**config.mk**
```make
export PLATFORM = sky130hd
export DESIGN_NAME = timer_fnd_led_display
export DESIGN_NICKNAME = d
export VERILOG_FILES = /design/src/rtl/timer_fnd_led_display.sv
export SDC_FILE = /design/constraint.sdc
export NUM_CORES = 1
export LEC_CHECK = 0
export CORE_MARGIN = 1.5
export CORE_UTILIZATION = 30
export CTS_BUF_LIST = sky130_fd_sc_hd__clkbuf_2 sky130_fd_sc_hd__clkbuf_4 sky130_fd_sc_hd__clkbuf_8
export DETAILED_ROUTE_END_ITERATION = 10
export HOLD_SLACK_MARGIN = 0.15
export PLACE_DENSITY_LB_ADDON = 0.3
export SLEW_MARGIN = 25
export SYNTH_ARGS = -nofsm -noshare
export SYNTH_HDL_FRONTEND = slang
export SYNTH_SLANG_ARGS = --single-unit
```
**constraint.sdc**
```tcl
create_clock -name clk -period 7.3 [get_ports clk]
set_clock_uncertainty 0.2 [all_clocks]
set_input_delay 1.095 -clock clk [delete_from_list [all_inputs] [get_ports clk]]
set_output_delay 1.095 -clock clk [all_outputs]
set_load 0.01 [all_outputs]
```
**src/rtl/timer_fnd_led_display.sv**
```systemverilog
// timer_fnd_led_display: clamps the timer count, splits it into LED quotient and 4-digit FND remainder.
// Optional build macro FND_LEADING_BLANK_EN blanks leading zero digits 3 and 2.
`default_nettype none

module timer_fnd_led_display #(
  parameter int unsigned CLK_HZ  = 100_000_000,
  parameter int unsigned SCAN_HZ = 1000,
  parameter int unsigned MAX_NUM = 655_359_999
) (
  input  logic        clk,
  input  logic        reset,
  input  logic [31:0] counter,
  output logic [15:0] led,
  output logic [3:0]  fnd_com,
  output logic [7:0]  fnd_data,
  output logic        busy
);

  localparam int unsigned SCAN_DIV = CLK_HZ / SCAN_HZ;
  localparam int unsigned PW       = (SCAN_DIV > 1) ? $clog2(SCAN_DIV) : 1;

  typedef enum logic [2:0] {IDLE, LOAD, DIV, BCD, DONE} state_t;

  state_t            state, next_state;
  logic [31:0]       work;
  logic [14:0]       rem;
  logic [15:0]       bcd;
  logic [13:0]       bin;
  logic [4:0]        iter;
  logic [31:0]       last_cap;
  logic              force_conv;
  logic [3:0][3:0]   dig;
  logic [PW-1:0]     presc;
  logic [1:0]        idx;

  logic [31:0]       clamped;
  logic [14:0]       rem_shift;
  logic              div_ge;
  logic [14:0]       rem_next;
  logic [15:0]       bcd_adj;
  logic              presc_tc;
  logic [1:0]        next_idx;
  logic [3:0]        seg_dig;
  logic [7:0]        seg_code;

  assign clamped   = (counter > MAX_NUM) ? MAX_NUM : counter;
  assign rem_shift = {rem[13:0], work[31]};
  assign div_ge    = (rem_shift >= 15'd10000);
  assign rem_next  = div_ge ? (rem_shift - 15'd10000) : rem_shift;

  always_comb begin
    bcd_adj = bcd;
    for (int i = 0; i < 4; i++) begin
      if (bcd[i*4 +: 4] >= 4'd5) bcd_adj[i*4 +: 4] = bcd[i*4 +: 4] + 4'd3;
    end
  end

  always_ff @(posedge clk) begin
    if (reset) state <= IDLE;
    else       state <= next_state;
  end

  always_comb begin
    next_state = state;
    case (state)
      IDLE: if (force_conv || (counter != last_cap)) next_state = LOAD;
      LOAD: next_state = DIV;
      DIV:  if (iter == 5'd31) next_state = BCD;
      BCD:  if (iter == 5'd13) next_state = DONE;
      DONE: next_state = IDLE;
      default: next_state = IDLE;
    endcase
  end

  always_ff @(posedge clk) begin
    if (reset) begin
      work       <= '0;
      rem        <= '0;
      bcd        <= '0;
      bin        <= '0;
      iter       <= '0;
      last_cap   <= '0;
      force_conv <= 1'b1;
      busy       <= 1'b0;
      led        <= '0;
      dig        <= '0;
    end else begin
      case (state)
        IDLE: iter <= '0;
        LOAD: begin
          work       <= clamped;
          rem        <= '0;
          last_cap   <= counter;
          force_conv <= 1'b0;
          busy       <= 1'b1;
          iter       <= '0;
        end
        DIV: begin
          // Dividend shifts out of work while quotient bits shift in behind it.
          work <= {work[30:0], div_ge};
          rem  <= rem_next;
          if (iter == 5'd31) begin
            iter <= '0;
            bin  <= rem_next[13:0];
            bcd  <= '0;
          end else begin
            iter <= iter + 5'd1;
          end
        end
        BCD: begin
          bcd  <= {bcd_adj[14:0], bin[13]};
          bin  <= {bin[12:0], 1'b0};
          iter <= iter + 5'd1;
        end
        DONE: begin
          led  <= work[15:0];
          dig  <= bcd;
          busy <= 1'b0;
        end
        default: ;
      endcase
    end
  end

  assign presc_tc = (presc == PW'(SCAN_DIV - 1));
  assign next_idx = presc_tc ? (idx + 2'd1) : idx;
  assign seg_dig  = dig[next_idx];

  // Decode targets the digit that will be selected after this edge, so com and data move together.
  always_comb begin
    case (seg_dig)
      4'd0:    seg_code = 8'hC0;
      4'd1:    seg_code = 8'hF9;
      4'd2:    seg_code = 8'hA4;
      4'd3:    seg_code = 8'hB0;
      4'd4:    seg_code = 8'h99;
      4'd5:    seg_code = 8'h92;
      4'd6:    seg_code = 8'h82;
      4'd7:    seg_code = 8'hF8;
      4'd8:    seg_code = 8'h80;
      4'd9:    seg_code = 8'h90;
      default: seg_code = 8'hFF;
    endcase
    if (next_idx == 2'd1 && seg_dig <= 4'd9) seg_code[7] = 1'b0;
`ifdef FND_LEADING_BLANK_EN
    if (next_idx == 2'd3 && led == 16'd0 && dig[3] == 4'd0) seg_code = 8'hFF;
    if (next_idx == 2'd2 && led == 16'd0 && dig[3] == 4'd0 && dig[2] == 4'd0) seg_code = 8'hFF;
`else
`endif
  end

  always_ff @(posedge clk) begin
    if (reset) begin
      presc    <= '0;
      idx      <= '0;
      fnd_com  <= 4'b1110;
      fnd_data <= 8'hC0;
    end else begin
      presc    <= presc_tc ? '0 : presc + PW'(1);
      idx      <= next_idx;
      fnd_com  <= ~(4'b0001 << next_idx);
      fnd_data <= seg_code;
    end
  end

endmodule

`default_nettype wire
```
# [After elaboration in Yosys (flattened, before gate mapping)]
# Memory sizes are Yosys's and may differ from the RTL's. A register that Yosys moved wholly into a read port is not among the register bits.
# Cells that the tools add are included.
[totals] word_cells=83 latchBits=0 mem_bits_ro=112 ramBits=0 ff_bits=181 output_inout_bits=29 mem_count=1
[memory_table] memory="(no name shown)" words=16 word_bits=7 read_ports=1 rd_clocked_by_memory_dff=1 write_ports=0 line="131" text="case (seg_dig)"
[op_classes] reduce_logical=11 bitwise_logic=1 muxes=23 div_mod_pow=0 magnitude_cmp=8 n_eq_ne=12 n_addsub=8 shift=1 multipliers=0
[op_table] op="$pmux 32 s2" count=1
[op_table] op="$pmux 14 s2" count=2
[op_table] op="$gt 32x30->1 const B" count=1
[op_table] op="$mux 32" count=1
[op_table] op="$ne 32x32->1" count=1
[op_table] op="$pmux 16 s2" count=1
[op_table] op="$mux 14" count=2
[op_table] op="$add 17x1->17 const B" count=1
[op_table] op="$eq 17x17->1 const B" count=1
[op_table] op="$ge 4x3->1 const B" count=4
[op_table] op="$mux 16" count=1
[op_table] op="$mux 4" count=4
[op_table] op="$ge 15x14->1 const B" count=1
[op_table] op="$pmux 5 s3" count=1
[op_table] op="$sub 14x14->14 const B" count=1
[op_table] op="$add 4x2->4 const B" count=3
[op_table] op="$mux 3" count=4
[op_table] op="$pmux 3 s4" count=1
[op_table] op="$bmux 4 s2" count=1
[op_table] op="$eq 3x2->1 const B" count=2
[op_table] op="$ne 2x2->1 const B" count=3
[op_table] op="$reduce_bool 2->1" count=3
[op_table] op="$add 5x1->5 const B" count=1
[op_table] op="$eq 5x4->1 const B" count=1
[op_table] op="other kinds (21)" count=22

# [Logic depth before layout (Yosys ltp)]
# Gate-level depths: netlist of the first run.
[depth] depth_word=7 ltp_mapped=12 ltp_nobuf=11

# [Worst setup path after synthesis of the first run]
# No wires, ideal clock.
[synth_path] kind="flip-flop to flip-flop" from="register presc[0]" to="register fnd_data[4]" required_time_ns=7.014 setup_ns=0.086 stages_incl_launch_ff=11 path_slack_ns=4.549 arrival_time_ns=2.464 path_cell_list="dfxtp_1 ha_1 and4_1 and4_1 buf_6 mux2i_4 o221ai_1 inv_1 ha_1 mux2_4 a221oi_2"
[synth_via] elab_chain_len=4
[synth_rtl] item="from (decl)" line="33" text="logic [PW-1:0] presc;"
[synth_rtl] item="from (signal assigned)" line="159" text="presc <= presc_tc ? '0 : presc + PW'(1);"
[synth_rtl] item="$eq 17x17->1" line="125" text="assign presc_tc = (presc == PW'(SCAN_DIV - 1));"
[synth_rtl] item="$mux 2" line="126" text="assign next_idx = presc_tc ? (idx + 2'd1) : idx;"
[synth_rtl] item="$bmux 4 s2" line="127" text="assign seg_dig = dig[next_idx];"
[synth_rtl] item="$mux 4 (not written as such)" line="127"
[synth_rtl] item="to (decl)" line="15" text="output logic [7:0] fnd_data,"
# Every way passes these cells. The select of a mux whose other input is x is not followed.
# A chain may end at the register's enable or synchronous reset.

# [Worst setup path in the final report of the first run]
# Ends and elaborated chain as after synthesis.

==> out/metrics.cfg, run 1 <==
[hold_path]
hold_depth=2
hp-class=flop to flop

[synth]
netlist_area_um2=7900
synth_fp_nets=1011
yosysSeqAreaShare_pct=45.9
synth_area_leaders=dfxtp_1, nand2_1, a21oi_1
netlist.area_leader.share_pct=45.9
synthMostInstantiatedCell=nand2_1
synthCells=958
synth_area_per_cell_um2=8.24
ys_types=57
synth-edff-count=0
async_reset_ff_share_pct=0
yosys.area.top_type=dfxtp_1
yosysWarnings=0
synth_common_cells=nand2_1, dfxtp_1, a21oi_1
ys_ff_latch=181
synthFlopType=dfxtp_1

[power]
powerDensity_nw_per_um2=209
p_leak_uw=0.00312
peakVddDrop_mv=0.118

[finish]
finalInstanceArea_um2=9150
stdcell_count=1336
syn2layout_area_growth_pct=15.9
final_nets=1041
antenna_cells=0
drive_above_1_share_pct=5.59

[timing]
rsz0062_at_grt=no
slew_headroom_pct=41.7
fmax_ghz=0.308
period_needed_ps=3250
whs_ps=250
fin_tns_setup_ps=0
hold_violations=0
max_slew.worst_pin.slew_ps=874
setup_viol=0
drv_slew=0
period_share_pct=44.5

[placement]
gp_congestion=0.775
placed_area_um2=8770
portBuffers=62
placed_cells=1304
dp_hpwl_um=12700

[setup_path]
start_kind=flop
crit_required_ps=7480
endpoint_kind=flop
crit_slowest_cell=and4_1
worst-setup-path-type=flop to flop
crit_fanout=9
crit_chain=ha_1 > and4_1 > and4_1 > xnor2_2 > o221ai_1 > inv_1 > ha_1 > mux2_4 > a221oi_2
slowest_delay_ps=540
crit_arrival_ps=3430
worstRegToRegCells=9

[global_route]
grt_max_degree=82
overflow=0
grt_usage_pct=14.3
grt_pass1_vias=6054
grt_first_pass_wirelength_um=30900
antenna_found_initial=0

[clock_network]
cts_resized=0
cts-root-buf=clkbuf_8
post-cts-setup-buffers=0
clkSlewWorstSetupHoldPaths_ps=100
cts_tree=built
clkSinkCount=181
cts_hold_buf=0
cts_made_buffers=17
clk_path_buf_depth=2
clk_latency_ps=470
cts.htree.levels=4

[run_status]
status=finished clean

[detailed_routing]
drt_iter0_drc=373
via_count=6502
antenna_left=0
viasPerCell=4.87
dr.pass1.iters=7
routed_wirelength_um=18900
post-route-drc-count=0
wire_per_inst_um=14.1

[floorplanning]
initial_utilization_pct=30.5
die_w_um=165
die-area_um2=27300
die_h_um=165
core_um2=25900
rows=59
ios=63

[flow_run]
cap_violations=0

-- critical path, delay by kind of cell (launching register included) --
kind | cells | cell delay [ps]
buffers and inverters | 1 | 170
AOI/OAI and AO/OA | 2 | 700
DFF | 1 | 380
xor gates and xnor gates | 1 | 210
adders and majority gates | 2 | 470
muxes | 1 | 260
and+or+nand+nor | 2 | 790
-- final timing paths --
path | start | to | slack (ps)
min reg2reg | force_conv | force_conv | 250
max | presc[0] | fnd_data[4] | 4050
max reg2reg | presc[0] | fnd_data[4] | 4050
min | force_conv | force_conv | 250
-- kinds of logic (layout without fill, tap and decap cells) --
logic type / Yosys count / count (layout) / share of synthesized area, %
simple gates: 378 / 378 / 20.8
compound gates: 220 / 220 / 17.1
flops: 181 / 181 / 45.9
buf+inv: 81 / 124 / 3.99
xor+xnor: 68 / 68 / 7.64
fa+ha+maj: 19 / 19 / 3.01
mux: 11 / 11 / 1.65
-- per-stage QoR --
stage | setup slack [ps] | power [uW] | util, %
finish | 4050 | 1910 | 35.3
global placement | 3630 | 1280 | 33.8
global route | 3800 | 2000 | 35.3
CTS | 4010 | 1940 | 35.3
detailed placement | 3620 | 1280 | 33.9
floorplan | 4550 | 1210 | -
-- per-layer routing --
metal  up-vias  wire length, um  global-route usage, %
met1      3041             9100                   19.4
met4         0              221                   4.01
met3        12              818                   3.57
li1       3343                -                      -
met5         -                0                      0
met2       106             8740                   22.3
-- cell usage in the layout (no fill, tap or decap), types with 4 or more instances in the layout --
| master | count |
|---|---|
| a21o_1 | 5 |
| a21oi_1 | 116 |
| a222oi_1 | 6 |
| a22oi_1 | 18 |
| and2_1 | 4 |
| and3_1 | 4 |
| buf_4 | 9 |
| clkbuf_8 | 19 |
| clkdlybuf4s50_1 | 61 |
| clkinv_4 | 4 |
| dfxtp_1 | 181 |
| ha_1 | 19 |
| inv_1 | 21 |
| inv_6 | 4 |
| mux2i_1 | 7 |
| nand2_1 | 187 |
| nand2b_1 | 6 |
| nand3_1 | 14 |
| nand4_1 | 8 |
| nor2_1 | 89 |
| nor2b_1 | 4 |
| nor3_1 | 35 |
| nor4_1 | 9 |
| o21ai_0 | 29 |
| o221ai_1 | 13 |
| o22ai_1 | 12 |
| xnor2_1 | 32 |
| xor2_1 | 35 |
-- cell type report --
class                   instances  area, um^2
inverters                      22        82.6
clock inverters                13         118
well taps                     335         419
clock buffers                  19         262
flip-flops and latches        181        3620
multi-input cells             696        3970
repair buffers                 70         678
fillers                      2710       16800
-- sequential cells by signal, summed over array words and instances (netlist names) --
signal / flops
bcd: 16
bin: 14
busy: 1
dig: 16
fnd_com: 4
fnd_data: 8
force_conv: 1
idx: 2
iter: 5
last_cap: 32
led: 16
presc: 17
rem: 14
state: 3
work: 32
-- report_power, final --
| part | total, uW | internal [uW] | switching, uW |
|---|---|---|---|
| combinational | 200 | 75.4 | 125 |
| clock | 653 | 265 | 389 |
| sequential | 1060 | 1030 | 30.8 |
No activity file was read; power rests on OpenSTA's default activity.
==> run 2: changes to the inputs <==
Clock period 7.3 ns to 3 ns, I/O delays scaled along.
==> run 2 against run 1 <==
Maximum frequency rose by 18%. Cell count rose by 1.6%. First-iteration DRC count rose by 22%. Critical endpoint is now fnd_data[5]. Highest routed layer unchanged.
==> out/metrics.cfg, run 2 (same netlist as run 1, synthesis figures left out) <==
[timing]
fmax_ghz=0.363
fin_tns_setup_ps=0
period_share_pct=91.9
whs_ps=218
setup_viol=0
max_slew.worst_pin.slew_ps=708
period_needed_ps=2760
drv_slew=0
rsz0062_at_grt=no
slew_headroom_pct=52.7
hold_violations=0

[detailed_routing]
viasPerCell=4.88
dr.pass1.iters=5
post-route-drc-count=0
routed_wirelength_um=19000
via_count=6625
drt_iter0_drc=455
antenna_left=0
wire_per_inst_um=14.0

[clock_network]
cts_made_buffers=17
clkSinkCount=181
cts_tree=built
clkSlewWorstSetupHoldPaths_ps=100
cts_hold_buf=0
cts-root-buf=clkbuf_8
cts.htree.levels=4
clk_path_buf_depth=2
clk_latency_ps=460

[power]
powerDensity_nw_per_um2=536
peakVddDrop_mv=0.241
p_leak_uw=0.00328

[finish]
syn2layout_area_growth_pct=19.8
final_nets=1063
drive_above_1_share_pct=7.92
final_common_cell=nand2_1
finalInstanceArea_um2=9460
final_cell_mix=nand2_1, dfxtp_1, a21oi_1
fill_cells=2691
largestRegisters=last_cap x32, work x32, presc x17
antenna_cells=0
stdcell_count=1358

[floorplanning]
initial_utilization_pct=30.5
die_h_um=165
core_um2=25900
ios=63
die-area_um2=27300
die_w_um=165
rows=59

[setup_path]
start_kind=flop
crit_fanout=8
endpoint_kind=flop
worst-setup-path-type=flop to flop
crit_required_ps=3200
crit_arrival_ps=2960

[hold_path]
hp-class=input pin to flop

[placement]
dp_hpwl_um=12900
placed_area_um2=8960
portBuffers=62
placed_cells=1326
gp_congestion=0.788

[run_status]
status=finished clean

[global_route]
grt_usage_pct=14.8
grt_max_degree=87
overflow=0
grt_pass1_vias=6203
grt_first_pass_wirelength_um=32100
antenna_found_initial=0

[flow_run]
cap_violations=0

[run 2: cell type report]
cell class	instances	area, um^2	share of cell area, %
multi-input cells	696	3980	42.1
clock inverters	13	219	2.32
clock buffers	19	262	2.76
inverters	22	82.6	0.873
well taps	335	419	4.43
flip-flops and latches	181	3620	38.3
repair buffers	92	868	9.18
[run 2: through the flow]
step | worst slack, ps | utilization (%) | total power, uW
finish | 242 | 36.5 | 5060
global route | 61.1 | 36.5 | 5300
CTS | 30.2 | 36.4 | 5120
detailed placement | -51.6 | 34.6 | 3140
global placement | -29.5 | 34.6 | 3140
floorplan | 249 | - | 2940
[run 2: final timing paths]
check | startpoint | endpoint | slack (ps) | depth (start not counted)
setup reg to reg | presc[0] | fnd_data[5] | 240 | 9
setup / recovery | presc[0] | fnd_data[5] | 240 | 9
hold reg to reg | force_conv | force_conv | 250 | 2
hold / removal | reset | rem[3] | 220 | 2
[run 2: repair_timing]
| action | 4_1_cts | 5_1_grt |
|---|---|---|
| resized for setup | 1 | 3 |
| hold endpoints to repair | 0 | 0 |
| setup buffers | 0 | 0 |
| endpoints found under the setup margin | 3 | 6 |
[run 2: where the power goes]
group | total [uW] | switching, uW | internal, uW
clock | 1980 | 930 | 1050
sequential | 2570 | 68.5 | 2500
combinational | 517 | 311 | 206
total | 5060 | 1310 | 3760
[run 2: metal layers]
metal | global-route usage, % | part of all wire, % | vias to the layer above
li1 | - | - | 3385
met1 | 20.0 | 49 | 3112
met2 | 23.7 | 46 | 117
met3 | 3.15 | 3.6 | 11
met4 | 4.05 | 1.0 | 0
met5 | 0 | 0 | -
[run 2: critical path: stages (launching register included)]
cell      delay [ps]
dfxtp_1          380
ha_1             220
and4_1           260
and4_4           330
mux2i_4          270
buf_4            170
o221ai_2         150
ha_1             250
or2_2            300
a31oi_1          160
